--- src/rtl/jtcps_snd_mixer.sv ---
// jtcps_snd_mixer: time-multiplexed N-channel audio mixer with gain ramping, saturation and overrun flag
// Ports:
//   i_clk, i_rst_n  : clock, asynchronous active-low reset
//   i_sample_in     : one-cycle strobe starting a new mix
//   i_ch_in         : signed channel samples, channel k at [k*W +: W]
//   i_gain          : unsigned 4.4 gains, channel k at [k*8 +: 8] (0x10 = 1.0)
//   i_ch_en         : per-channel enable
//   o_mixed         : signed saturated mix, held between updates
//   o_sample_out    : one-cycle strobe when o_mixed updates
//   o_peak          : pulses with o_sample_out when the mix saturated
//   o_overrun       : sticky, a strobe arrived while a mix was in progress
module jtcps_snd_mixer #(
   parameter int CH   = 4,
   parameter int W    = 16,
   parameter int WOUT = 16,
   parameter int RAMP = 2
) (
   input  logic                   i_clk,
   input  logic                   i_rst_n,
   input  logic                   i_sample_in,
   input  logic [CH*W-1:0]        i_ch_in,
   input  logic [CH*8-1:0]        i_gain,
   input  logic [CH-1:0]          i_ch_en,
   output logic signed [WOUT-1:0] o_mixed,
   output logic                   o_sample_out,
   output logic                   o_peak,
   output logic                   o_overrun
);
   localparam int KW = $clog2(CH);
   localparam int AW = W + 9 + KW;
   localparam logic signed [AW-1:0] MAXV = {{(AW-WOUT+1){1'b0}}, {(WOUT-1){1'b1}}};
   localparam logic signed [AW-1:0] MINV = {{(AW-WOUT+1){1'b1}}, {(WOUT-1){1'b0}}};
   localparam logic [8:0] RSTEP = 9'(RAMP);
   typedef enum logic [1:0] {IDLE, ACC, OUT} state_t;
   state_t r_state, w_next;
   logic [KW-1:0]         r_k;
   logic [CH*W-1:0]       r_ch;
   logic [CH*8-1:0]       r_gain;
   logic [CH-1:0]         r_en;
   logic [7:0]            r_cur [CH];
   logic signed [AW-1:0]  r_acc;
   logic signed [W-1:0]   w_x;
   logic [7:0]            w_g, w_t, w_ng;
   logic [8:0]            w_up, w_dn;
   logic signed [W+8:0]   w_prod;
   logic signed [AW-1:0]  w_acc_n, w_sh;
   logic                  w_last, w_hi, w_lo;
   assign w_last  = (r_k == KW'(CH-1));
   assign w_x     = r_ch[r_k*W +: W];
   assign w_g     = r_cur[r_k];
   assign w_t     = r_en[r_k] ? r_gain[r_k*8 +: 8] : 8'd0;
   // gain is unsigned 4.4, zero-extended so the multiply stays signed
   assign w_prod  = w_x * $signed({1'b0, w_g});
   assign w_acc_n = r_acc + {{(AW-W-9){w_prod[W+8]}}, w_prod};
   assign w_up    = {1'b0, w_t} - {1'b0, w_g};
   assign w_dn    = {1'b0, w_g} - {1'b0, w_t};
   // steps of RAMP toward the target, landing exactly on it when closer than one step
   assign w_ng    = (RAMP == 0) ? w_t :
                    (w_g < w_t) ? ((w_up > RSTEP) ? w_g + 8'(RAMP) : w_t) :
                    (w_g > w_t) ? ((w_dn > RSTEP) ? w_g - 8'(RAMP) : w_t) : w_t;
   assign w_sh    = r_acc >>> 4;
   assign w_hi    = w_sh > MAXV;
   assign w_lo    = w_sh < MINV;
   always_ff @(posedge i_clk or negedge i_rst_n)
      if (!i_rst_n) r_state <= IDLE;
      else          r_state <= w_next;
   always_comb begin
      w_next = r_state;
      if (r_state == IDLE && i_sample_in) w_next = ACC;
      else if (r_state == ACC && w_last)  w_next = OUT;
      else if (r_state == OUT)            w_next = IDLE;
   end
   always_ff @(posedge i_clk or negedge i_rst_n)
      if (!i_rst_n) begin
         o_mixed      <= '0;
         o_sample_out <= 1'b0;
         o_peak       <= 1'b0;
         o_overrun    <= 1'b0;
         r_k          <= '0;
         r_ch         <= '0;
         r_gain       <= '0;
         r_en         <= '0;
         r_acc        <= '0;
         for (int i = 0; i < CH; i++) r_cur[i] <= '0;
      end else begin
         o_sample_out <= (r_state == OUT);
         o_peak       <= (r_state == OUT) && (w_hi || w_lo);
         if (i_sample_in && r_state != IDLE) o_overrun <= 1'b1;
         if (r_state == IDLE && i_sample_in) begin
            r_ch   <= i_ch_in;
            r_gain <= i_gain;
            r_en   <= i_ch_en;
            r_acc  <= '0;
            r_k    <= '0;
         end
         if (r_state == ACC) begin
            r_acc      <= w_acc_n;
            r_cur[r_k] <= w_ng;
            r_k        <= r_k + KW'(1);
         end
         if (r_state == OUT)
            o_mixed <= w_hi ? {1'b0, {(WOUT-1){1'b1}}} :
                       w_lo ? {1'b1, {(WOUT-1){1'b0}}} : w_sh[WOUT-1:0];
      end
endmodule
--- config.mk ---
export PLATFORM = sky130hd
export DESIGN_NAME = jtcps_snd_mixer
export DESIGN_NICKNAME = d
export VERILOG_FILES = /design/src/rtl/jtcps_snd_mixer.sv
export SDC_FILE = /design/constraint.sdc
export NUM_CORES = 1
export LEC_CHECK = 0
export CAP_MARGIN = 30
export CORE_MARGIN = 8
export CORE_UTILIZATION = 50
export CTS_CLUSTER_DIAMETER = 200
export DETAILED_ROUTE_END_ITERATION = 8
export PLACE_DENSITY_LB_ADDON = 0.25
export SLEW_MARGIN = 20
export SYNTH_ARGS = -nofsm -noshare
export SYNTH_HDL_FRONTEND = slang
export SYNTH_SLANG_ARGS = --single-unit
--- constraint.sdc ---
create_clock -name i_clk -period 21.4 [get_ports i_clk]
set_input_delay 4.28 -clock i_clk [delete_from_list [all_inputs] [get_ports i_clk]]
set_output_delay 4.28 -clock i_clk [all_outputs]
set_load 0.005 [all_outputs]
==> results by group, run 1 <==
Routing
  • Detailed-route wire length per cell: 16.8 um
  • Via density: around 5.4
  • Drt first-iter violations: 670
  • Number of nets still failing antenna checks after routing: 0
  • Pre-antenna DRT Iters: 5
  • Residual DRC: 0
  • Via count: about 11000
  • Final wirelength: ~33 mm

Clocking
  • Clock sinks: 182
  • Post-CTS Setup Bufs: 0
  • Htree depth: 4
  • TritonCTS Buffers: 17
  • Root buf cell: clkbuf_16
  • Clock buffer depth: 2
  • Insertion delay to the later sink of the worst-skew pair: roughly 450 ps
  • CTS tree: built
  • Resized cells post-CTS: 0
  • Worst-path clk slew: 70 ps
  • Hold buffer count at cts: 0

Synthesis
  • Post-Syn Area per Cell: 10.1 um2
  • Synth cell types: 59
  • Mapped Nets: 1755
  • Netlist Area Pre-Place: 0.0145 mm2
  • Ys Warns: 0
  • Yosys top cell by area: dfrtp_1
  • Seq cells post-synth: 182
  • Post-synth EDFFs: 0
  • Top cell type's share of synthesized area: between 30% and 40%
  • Ys async rst share: 100%
  • Sequential fraction of the synthesis area: 31.3%
  • Post-Syn Instances: 1447
  • Top post-synthesis cells by area: dfrtp_1 (31%), fa_1 (14%), ha_1 (8.6%)
  • Top_reg_cell synth: dfrtp_1

Place
  • Placer Congestion: 0.851
  • Pre-CTS WS: 13130 ps
  • Dpl hpwl: 25.2 mm
  • Port Buffers: 121

Min path
  • Hold path start: o_mixed[1]$_DFFE_PN0P_
  • Hold Crit Endpoint: o_mixed[1]$_DFFE_PN0P_
  • Hold Path Cell Cnt: 2
  • Min-delay worst type: reg -> reg

Critical path
  • Reg-to-Reg End: r_acc[26]$_DFFE_PN0P_
  • Worst reg-to-reg path cell count: 27
  • Reg2reg start: r_k[0]$_DFFE_PN0P_
  • Worst Path Arrival: 8700 ps
  • Crit path from: r_k[0]$_DFFE_PN0P_
  • Data required time of the worst path: 21770 ps
  • Crit path max fanout: 38
  • CP startpoint kind: register
  • Worst setup EP type: register
  • Crit path kind: reg -> reg
  • Reg2reg setup slack: 13080 ps

Floorplanning
  • Ports: 122
  • Initial Util: 50.7%
  • Die W: between 150 and 200 um
  • Die Y: 187 um
  • Core area: between 0.02 and 0.03 mm2
  • Die ar.: 0.0348 mm2
  • Row cnt: 62

STA
  • Final hold viol count: 0
  • # setup viols final: 0
  • Slew headroom: 47.7%
  • RSZ-0062 raised after global routing: false
  • Worst Tran Pin Value: about 760 ps
  • Final worst slack: 13080 ps
  • Fin. max-slew vios: 0
  • Final min period: 8320 ps
  • Fmax: ~120 MHz
  • Final period utilization: between 30% and 40%
  • Setup_tns: 0 ps
  • Clock Skews: 12.8 ps

GRT
  • First-pass GRT wire length: 54.9 mm
  • Antenna violations before repair: 0
  • Largest net degree at the start of global routing: 100
  • Number of global-route vias before repair: roughly 11000
  • GRT Total Usage: 18.9%
  • GR Overflow Total: 0

Cells and area
  • Leading cell type in the layout, fill and taps excluded: inv_1
  • Layout Area Growth over Synthesis: 15.0%
  • Nets: between 1500 and 2000
  • N_diodes: 0
  • Share of layout cells above drive strength 1: 12.5%
  • Commonest cells after routing, fill and taps aside: inv_1 (206), dfrtp_1 (181), nand2_1 (179), clkdlybuf4s50_1 (120), fa_1 (105)
  • Fillers: 2459

Flow run
  • MaxCap Viol Count: 0

Run status
  • Status: complete, no violations
==> critical path, cell delays in order (launching register included) <==
cell and delay (ps):
dfrtp_2 350, buf_4 560, mux4_2 810, and2_1 250, fa_1 450, fa_1 540, inv_1 50, fa_1 460
fa_1 540, inv_1 40, ha_1 360, o211ai_1 210, a21oi_1 80, a2111oi_0 700, o211ai_1 240, a31oi_1 280
xnor2_1 150, ha_1 310, nand4_1 170, nor2_1 70, a221o_1 310, a211o_1 260, nor3_1 200, o41a_1 200
o21ai_1 90, xnor2_1 140, or3_1 310, o21ai_0 70
==> worst max-delay path by stage <==
stage                       endpoint  slack (ps)  cells past startpoint
2_1_floorplan  r_acc[26]$_DFFE_PN0P_       13150                     30
5_1_grt        r_acc[26]$_DFFE_PN0P_       12480                     27
3_5_place_dp   r_acc[26]$_DFFE_PN0P_       13130                     27
3_3_place_gp   r_acc[26]$_DFFE_PN0P_       13290                     27
6_report       r_acc[26]$_DFFE_PN0P_       13080                     27
4_1_cts        r_acc[26]$_DFFE_PN0P_       13030                     27
==> synth_stat cells, drive strengths merged (2+ instances only) <==
cell     number
mux2        100
a211o         3
and3          5
nor3          9
a21oi        66
dfrtp       182
a211oi        3
ha          100
a221oi        3
and2         67
o32ai         4
nor2b         6
nor3b         2
nand2       179
nand3        12
buf           9
mux4         33
nor2         20
nand2b       20
o21ai        89
inv         206
nand4         8
xnor2        31
clkbuf       54
xor2         19
a21o         20
or4           2
nor4          3
o211ai        4
o31ai         9
o22ai        28
a31o          3
or3           6
a221o         2
o2111ai       5
fa          105
a31oi         3
o21a          7
o21bai        6
o31a          2
==> per-stage QoR <==
step	cells	util [%]	hold WS [ps]	area, um2
6_report	1934	58.3	481	16700
5_1_grt	1934	58.3	501	16700
2_1_floorplan	1447	-	443	14500
3_3_place_gp	1896	55.9	450	16000
4_1_cts	1932	58.2	485	16700
3_5_place_dp	1900	56.1	461	16100
==> state kept, by name, indices dropped and copies added, names as in the netlist <==
register / count
r_ch: 64
r_cur: 32
r_gain: 32
r_acc: 27
o_mixed: 16
r_en: 4
r_k: 2
r_state: 2
o_overrun: 1
o_peak: 1
o_sample_out: 1
==> area by class of cell <==
cell class | count | area [um2] | share of cell area (%)
multi-input cells | 996 | 8960 | 53.6
flip-flops and latches | 182 | 4560 | 27.2
repair buffers | 134 | 1370 | 8.21
inverters | 206 | 773 | 4.62
well taps | 384 | 480 | 2.87
clock buffers | 19 | 443 | 2.65
clock inverters | 13 | 138 | 0.823
==> routing by layer <==
layer | global-route usage (%) | part of all wire [%] | up-vias
met3 | 4.31 | 5.2 | 28
met5 | 0 | 0 | -
li1 | - | - | 5005
met4 | 4.61 | 1.3 | 0
met1 | 26.4 | 48 | 5236
met2 | 29.6 | 45 | 243
==> cell families after synthesis <==
group | Yosys count | share of synthesized area (%)
XOR/XNOR | 50 | 3.01
AND/OR/NAND/NOR | 342 | 11.2
AO/OA/AOI/OAI | 265 | 11.4
flip-flops | 182 | 31.3
adder cells (fa/ha/maj) | 205 | 23.1
multiplexers | 134 | 12.9
buffers and inverters | 269 | 7.08
Power of run 1 is left out: the tool's default activity adds up to more than one toggle a clock period on the data nets, which glitch-free logic cannot reach.
==> inputs of run 2 (changes only) <==
- clock period: 21.4 -> 8.2 ns (I/O delays scaled with it)
==> results by group, run 2 (synthesized netlist as in run 1, its figures left out) <==
Run status
  • Status: complete, no violations

Routing
  • Drt first-iter violations: 636 (-5.1%)
  • Detailed-route wire length per cell: 16.8 um (about the same)
  • Via density: 5.49 (+1.1%)
  • Residual DRC: 0 (unchanged)
  • Final wirelength: 32.7 mm (+0.58%)
  • Via count: 10680 (+1.6%)
  • Number of nets still failing antenna checks after routing: 0 (unchanged)
  • Pre-antenna DRT Iters: 5 (unchanged)

GRT
  • Antenna violations before repair: 0 (unchanged)
  • Number of global-route vias before repair: 11030 (+1.2%)
  • GRT Total Usage: 19.1% (+0.14 points)
  • First-pass GRT wire length: 55.2 mm (+0.57%)
  • GR Overflow Total: 0 (unchanged)
  • Largest net degree at the start of global routing: 80 (-20%)

STA
  • Clock Skews: 15.3 ps (+2.42 ps)
  • Final period utilization: 94.1% (+55 points)
  • Fin. max-slew vios: 0 (unchanged)
  • RSZ-0062 raised after global routing: false
  • Setup_tns: 0 ps (unchanged)
  • Final min period: 7710 ps (-609 ps)
  • Fmax: 130 MHz (+7.9%)
  • Final hold viol count: 0 (unchanged)
  • Worst Tran Pin Value: 942 ps (+178 ps)
  • Slew headroom: 37.2% (-11 points)
  • # setup viols final: 0 (unchanged)

Place
  • Placer Congestion: 0.866 (+1.8%)
  • Port Buffers: 121 (unchanged)
  • Dpl hpwl: 25.9 mm (+2.9%)

Cells and area
  • Registers with the most flip-flops: r_ch: 64 flops, r_cur: 32 flops, r_gain: 32 flops
  • Largest register FFs: 64 (unchanged)
  • Share of layout cells above drive strength 1: 13.1% (+0.62 points)
  • Top reg by flops: r_ch
  • N_diodes: 0 (unchanged)
  • Leading cell type in the layout, fill and taps excluded: inv_1
  • Commonest cells after routing, fill and taps aside: inv_1 (206), dfrtp_1 (181), nand2_1 (179), clkdlybuf4s50_1 (120), fa_1 (105)
  • Layout Area Growth over Synthesis: 15.6%
  • Nets: 1855 (+0.54%)

Critical path
  • Top cell by count, worst path: fa_1
  • Crit path kind: reg -> reg
  • Largest delay contributor family on the critical path: adder cells
  • Data required time of the worst path: 8570 ps (-13200 ps)
  • CP startpoint kind: register
  • Crit path max fanout: 9 (-76%)
  • Max stage delay on crit path: 600 ps (-210 ps)
  • Buf/Inv on CP: 3 (unchanged)
  • Worst Path Arrival: 8080 ps (-620 ps)
  • Reg2reg setup slack: 490 ps (-12590 ps)
  • Worst setup EP type: register
  • CP max stage cell: mux4_2

Clocking
  • Worst-path clk slew: 70 ps (about the same)
  • Root buf cell: clkbuf_16
  • Hold buffer count at cts: 0 (unchanged)
  • Clock buffer depth: 2 (unchanged)
  • TritonCTS Buffers: 17 (unchanged)
  • Clock sinks: 182 (unchanged)
  • CTS tree: built
  • Insertion delay to the later sink of the worst-skew pair: 450 ps (about the same)
  • Htree depth: 4 (unchanged)

Floorplanning
  • Row cnt: 62 (unchanged)
  • Ports: 122 (unchanged)
  • Core area: 0.0287 mm2 (unchanged)
  • Die W: 187 um (unchanged)
  • Die ar.: 0.0348 mm2 (unchanged)
  • Die Y: 187 um (unchanged)
  • Initial Util: 50.7% (unchanged)

Min path
  • Min-delay worst type: reg -> reg

Flow run
  • MaxCap Viol Count: 0 (unchanged)
[run 2: area by class of cell]
class / count / area (um2)
Clock buffer: 17 / 425
Clock inverter: 15 / 180
Fill cell: 2445 / 11900
Inverter: 206 / 773
Multi-Input combinational cell: 996 / 8970
Sequential cell: 182 / 4560
Tap cell: 384 / 480
Timing Repair Buffer: 144 / 1430
[run 2: per-layer routing]
layer	vias to the layer above	track usage (%)	part of all wire, %
met4	0	4.80	1.4
met3	34	4.14	5.0
li1	5047	-	-
met1	5332	26.5	48
met2	267	30.0	46
met5	-	0	0
[run 2: metrics by stage]
step | hold WS (ps) | cells | cell area, um2 | setup slack (ps) | util [%]
floorplan | 443 | 1447 | 14500 | 143 | -
CTS | 486 | 1939 | 16800 | 190 | 58.4
detailed placement | 468 | 1907 | 16200 | 237 | 56.3
global route | 508 | 1944 | 16800 | 21.0 | 58.6
global placement | 458 | 1905 | 16100 | 426 | 56.2
finish | 480 | 1944 | 16800 | 486 | 58.6
[run 2: final timing paths]
kind                                   startpoint                 endpoint  cells past startpoint
hold reg to reg            o_mixed[8]$_DFFE_PN0P_   o_mixed[8]$_DFFE_PN0P_                      2
hold / removal             o_mixed[8]$_DFFE_PN0P_   o_mixed[8]$_DFFE_PN0P_                      2
setup reg to reg               r_k[0]$_DFFE_PN0P_    r_acc[26]$_DFFE_PN0P_                     27
setup / recovery               r_k[0]$_DFFE_PN0P_    r_acc[26]$_DFFE_PN0P_                     27
min in group asynchronous                 i_rst_n  o_mixed[11]$_DFFE_PN0P_                      1
max in group asynchronous                 i_rst_n    r_cur[26]$_DFFE_PN0P_                      3
[run 2: what timing repair did]
action / in CTS / in global routing
endpoints found under the setup margin: 0 / 4
setup buffers: 0 / 4
gates resized for setup: 0 / 3
[run 2: worst min-delay path, stage by stage, from the launching register on]
cell	delay (ps)
dfrtp_1	340
nand2_1	40
o21ai_0	60
Power of run 2 is left out for the same reason.
==> inputs of run 3 (changes only) <==
- GPL_TIMING_DRIVEN: unset -> 0
==> results by group, run 3 (synthesized netlist as in run 1, its figures left out) <==
Run status
  • Status: complete, no violations

STA
  • Clock Skews: 10.6 ps (-4.60 ps)
  • Final period utilization: 96.1% (+2.0 points)
  • Final hold viol count: 0 (unchanged)
  • Final min period: 7880 ps (+166 ps)
  • Slew headroom: 40.2% (+3.0 points)
  • Fmax: 127 MHz (-2.1%)
  • # setup viols final: 0 (unchanged)
  • Fin. max-slew vios: 0 (unchanged)
  • Worst Tran Pin Value: 888 ps (-54.3 ps)

Clocking
  • CTS tree: built
  • Clock buffer depth: 2 (unchanged)
  • TritonCTS Buffers: 17 (unchanged)
  • Clock sinks: 182 (unchanged)
  • Insertion delay to the later sink of the worst-skew pair: 450 ps (about the same)
  • Root buf cell: clkbuf_16
  • Worst-path clk slew: 80 ps (about the same)
  • Htree depth: 4 (unchanged)

Critical path
  • Worst setup EP type: register
  • Data required time of the worst path: 8580 ps (about the same)
  • Worst Path Arrival: 8260 ps (+180 ps)
  • Max stage delay on crit path: 540 ps (-60 ps)
  • Reg2reg setup slack: 320 ps (-170 ps)
  • CP startpoint kind: register
  • Crit path max fanout: 13 (+4)
  • CP max stage cell: fa_1
  • Top cell by count, worst path: fa_1
  • Crit path kind: reg -> reg

Cells and area
  • Largest register FFs: 64 (unchanged)
  • Commonest cells after routing, fill and taps aside: inv_1 (206), dfrtp_1 (181), nand2_1 (179), clkdlybuf4s50_1 (120), fa_1 (105)
  • Registers with the most flip-flops: r_ch: 64 flops, r_cur: 32 flops, r_gain: 32 flops
  • Share of layout cells above drive strength 1: 15.3% (+2.2 points)
  • Leading cell type in the layout, fill and taps excluded: inv_1
  • Nets: 1923 (+3.7%)
  • Top reg by flops: r_ch
  • N_diodes: 0 (unchanged)
  • Final Non-Filler Cells: 2012 (+3.5%)
  • Layout Area Growth over Synthesis: 19.2%

Routing
  • Pre-antenna DRT Iters: 6 (+1)
  • Final wirelength: 36.5 mm (+11%)
  • Drt first-iter violations: 596 (-6.3%)
  • Number of nets still failing antenna checks after routing: 0 (unchanged)
  • Via count: 11072 (+3.7%)
  • Via density: 5.50 (+0.17%)
  • Detailed-route wire length per cell: 18.1 um (+7.6%)
  • Residual DRC: 0 (unchanged)

Flow run
  • MaxCap Viol Count: 0 (unchanged)

GRT
  • Largest net degree at the start of global routing: 101 (+26%)
  • First-pass GRT wire length: 60.1 mm (+8.8%)
  • Number of global-route vias before repair: 11429 (+3.6%)
  • GRT Total Usage: 21.1% (+2.1 points)
  • Met2 Use GR: 34.0% (+4.0 points)
  • Met3 usage: 4.25% (+0.11 points)
  • Met1 GRT Util: 28.6% (+2.1 points)
  • GR Overflow Total: 0 (unchanged)
  • GRT Max-Usage Layer: met2
  • Antenna violations before repair: 0 (unchanged)

Floorplanning
  • Ports: 122 (unchanged)
  • Die Y: 187 um (unchanged)
  • Die ar.: 0.0348 mm2 (unchanged)
  • Die W: 187 um (unchanged)
  • Core area: 0.0287 mm2 (unchanged)
  • Initial Util: 50.7% (unchanged)
  • Row cnt: 62 (unchanged)

Min path
  • Min-delay worst type: reg -> reg

Place
  • Cell count after placement: 1953 (+2.4%)
  • Port Buffers: 121 (unchanged)
  • Placer Congestion: 0.884 (+2.1%)
  • Dpl hpwl: 28.0 mm (+8.2%)
-- run 3: cell count changes in the layout (fill, tap and decap cells not counted), moves of 3 or more --
cell	delta
ha_1	-3
clkbuf_1	+37
clkbuf_2	+5
buf_4	+17
buf_12	+3
a21oi_1	-3
-- run 3: path summary, 6_finish.rpt --
| kind | start | depth (start not counted) | to |
|---|---|---|---|
| min in group asynchronous | i_rst_n | 1 | o_sample_out$_DFF_PN0_ |
| min reg2reg | o_mixed[9]$_DFFE_PN0P_ | 2 | o_mixed[9]$_DFFE_PN0P_ |
| min | o_mixed[9]$_DFFE_PN0P_ | 2 | o_mixed[9]$_DFFE_PN0P_ |
| max reg2reg | r_k[0]$_DFFE_PN0P_ | 30 | r_acc[26]$_DFFE_PN0P_ |
| max | r_k[0]$_DFFE_PN0P_ | 30 | r_acc[26]$_DFFE_PN0P_ |
| max in group asynchronous | i_rst_n | 2 | r_cur[20]$_DFFE_PN0P_ |
-- run 3: per-stage QoR --
stage / utilization, % / setup slack (ps) / hold WS, ps / instance area, um2 / TNS [ps]
after floorplan: - / 143 / 443 / 14500 / 0
after global placement: 56.6 / -2090 / 450 / 16200 / -385890
after detailed placement: 56.7 / -1740 / 459 / 16300 / -13090
after CTS: 59.2 / 7.32 / 478 / 17000 / 0
after global routing: 60.4 / -75.6 / 506 / 17300 / -87.4
final: 60.4 / 320 / 480 / 17300 / 0
-- run 3: area by class of cell --
cell class	count	area, um2
multi-input combinational	996	9070
tap	384	480
clock inverter	15	203
buffer	55	310
timing repair buffer	157	1520
inverter	206	773
fill	2430	11400
clock buffer	17	425
sequential	182	4560
-- run 3: what timing repair did --
item,in CTS,in global routing
setup buffers,8,27
pin swaps,1,13
hold buffers,0,0
gates resized for setup,27,29
endpoints found under the setup margin,14,5
-- run 3: critical path, delay by kind of cell, from the launching register on --
kind            cells  cell delay, ps
fa+ha+maj           6            2720
simple gates        7            1540
compound gates      8            1540
buf+inv             6             770
mux                 1             520
flops               1             440
xor+xnor            2             230
-- run 3: per-layer routing --
layer	wire (um)	vias up
met5	0	-
met4	720	0
met3	2100	39
met2	16900	303
met1	16700	5545
li1	-	5185
Power of run 3 is left out for the same reason.
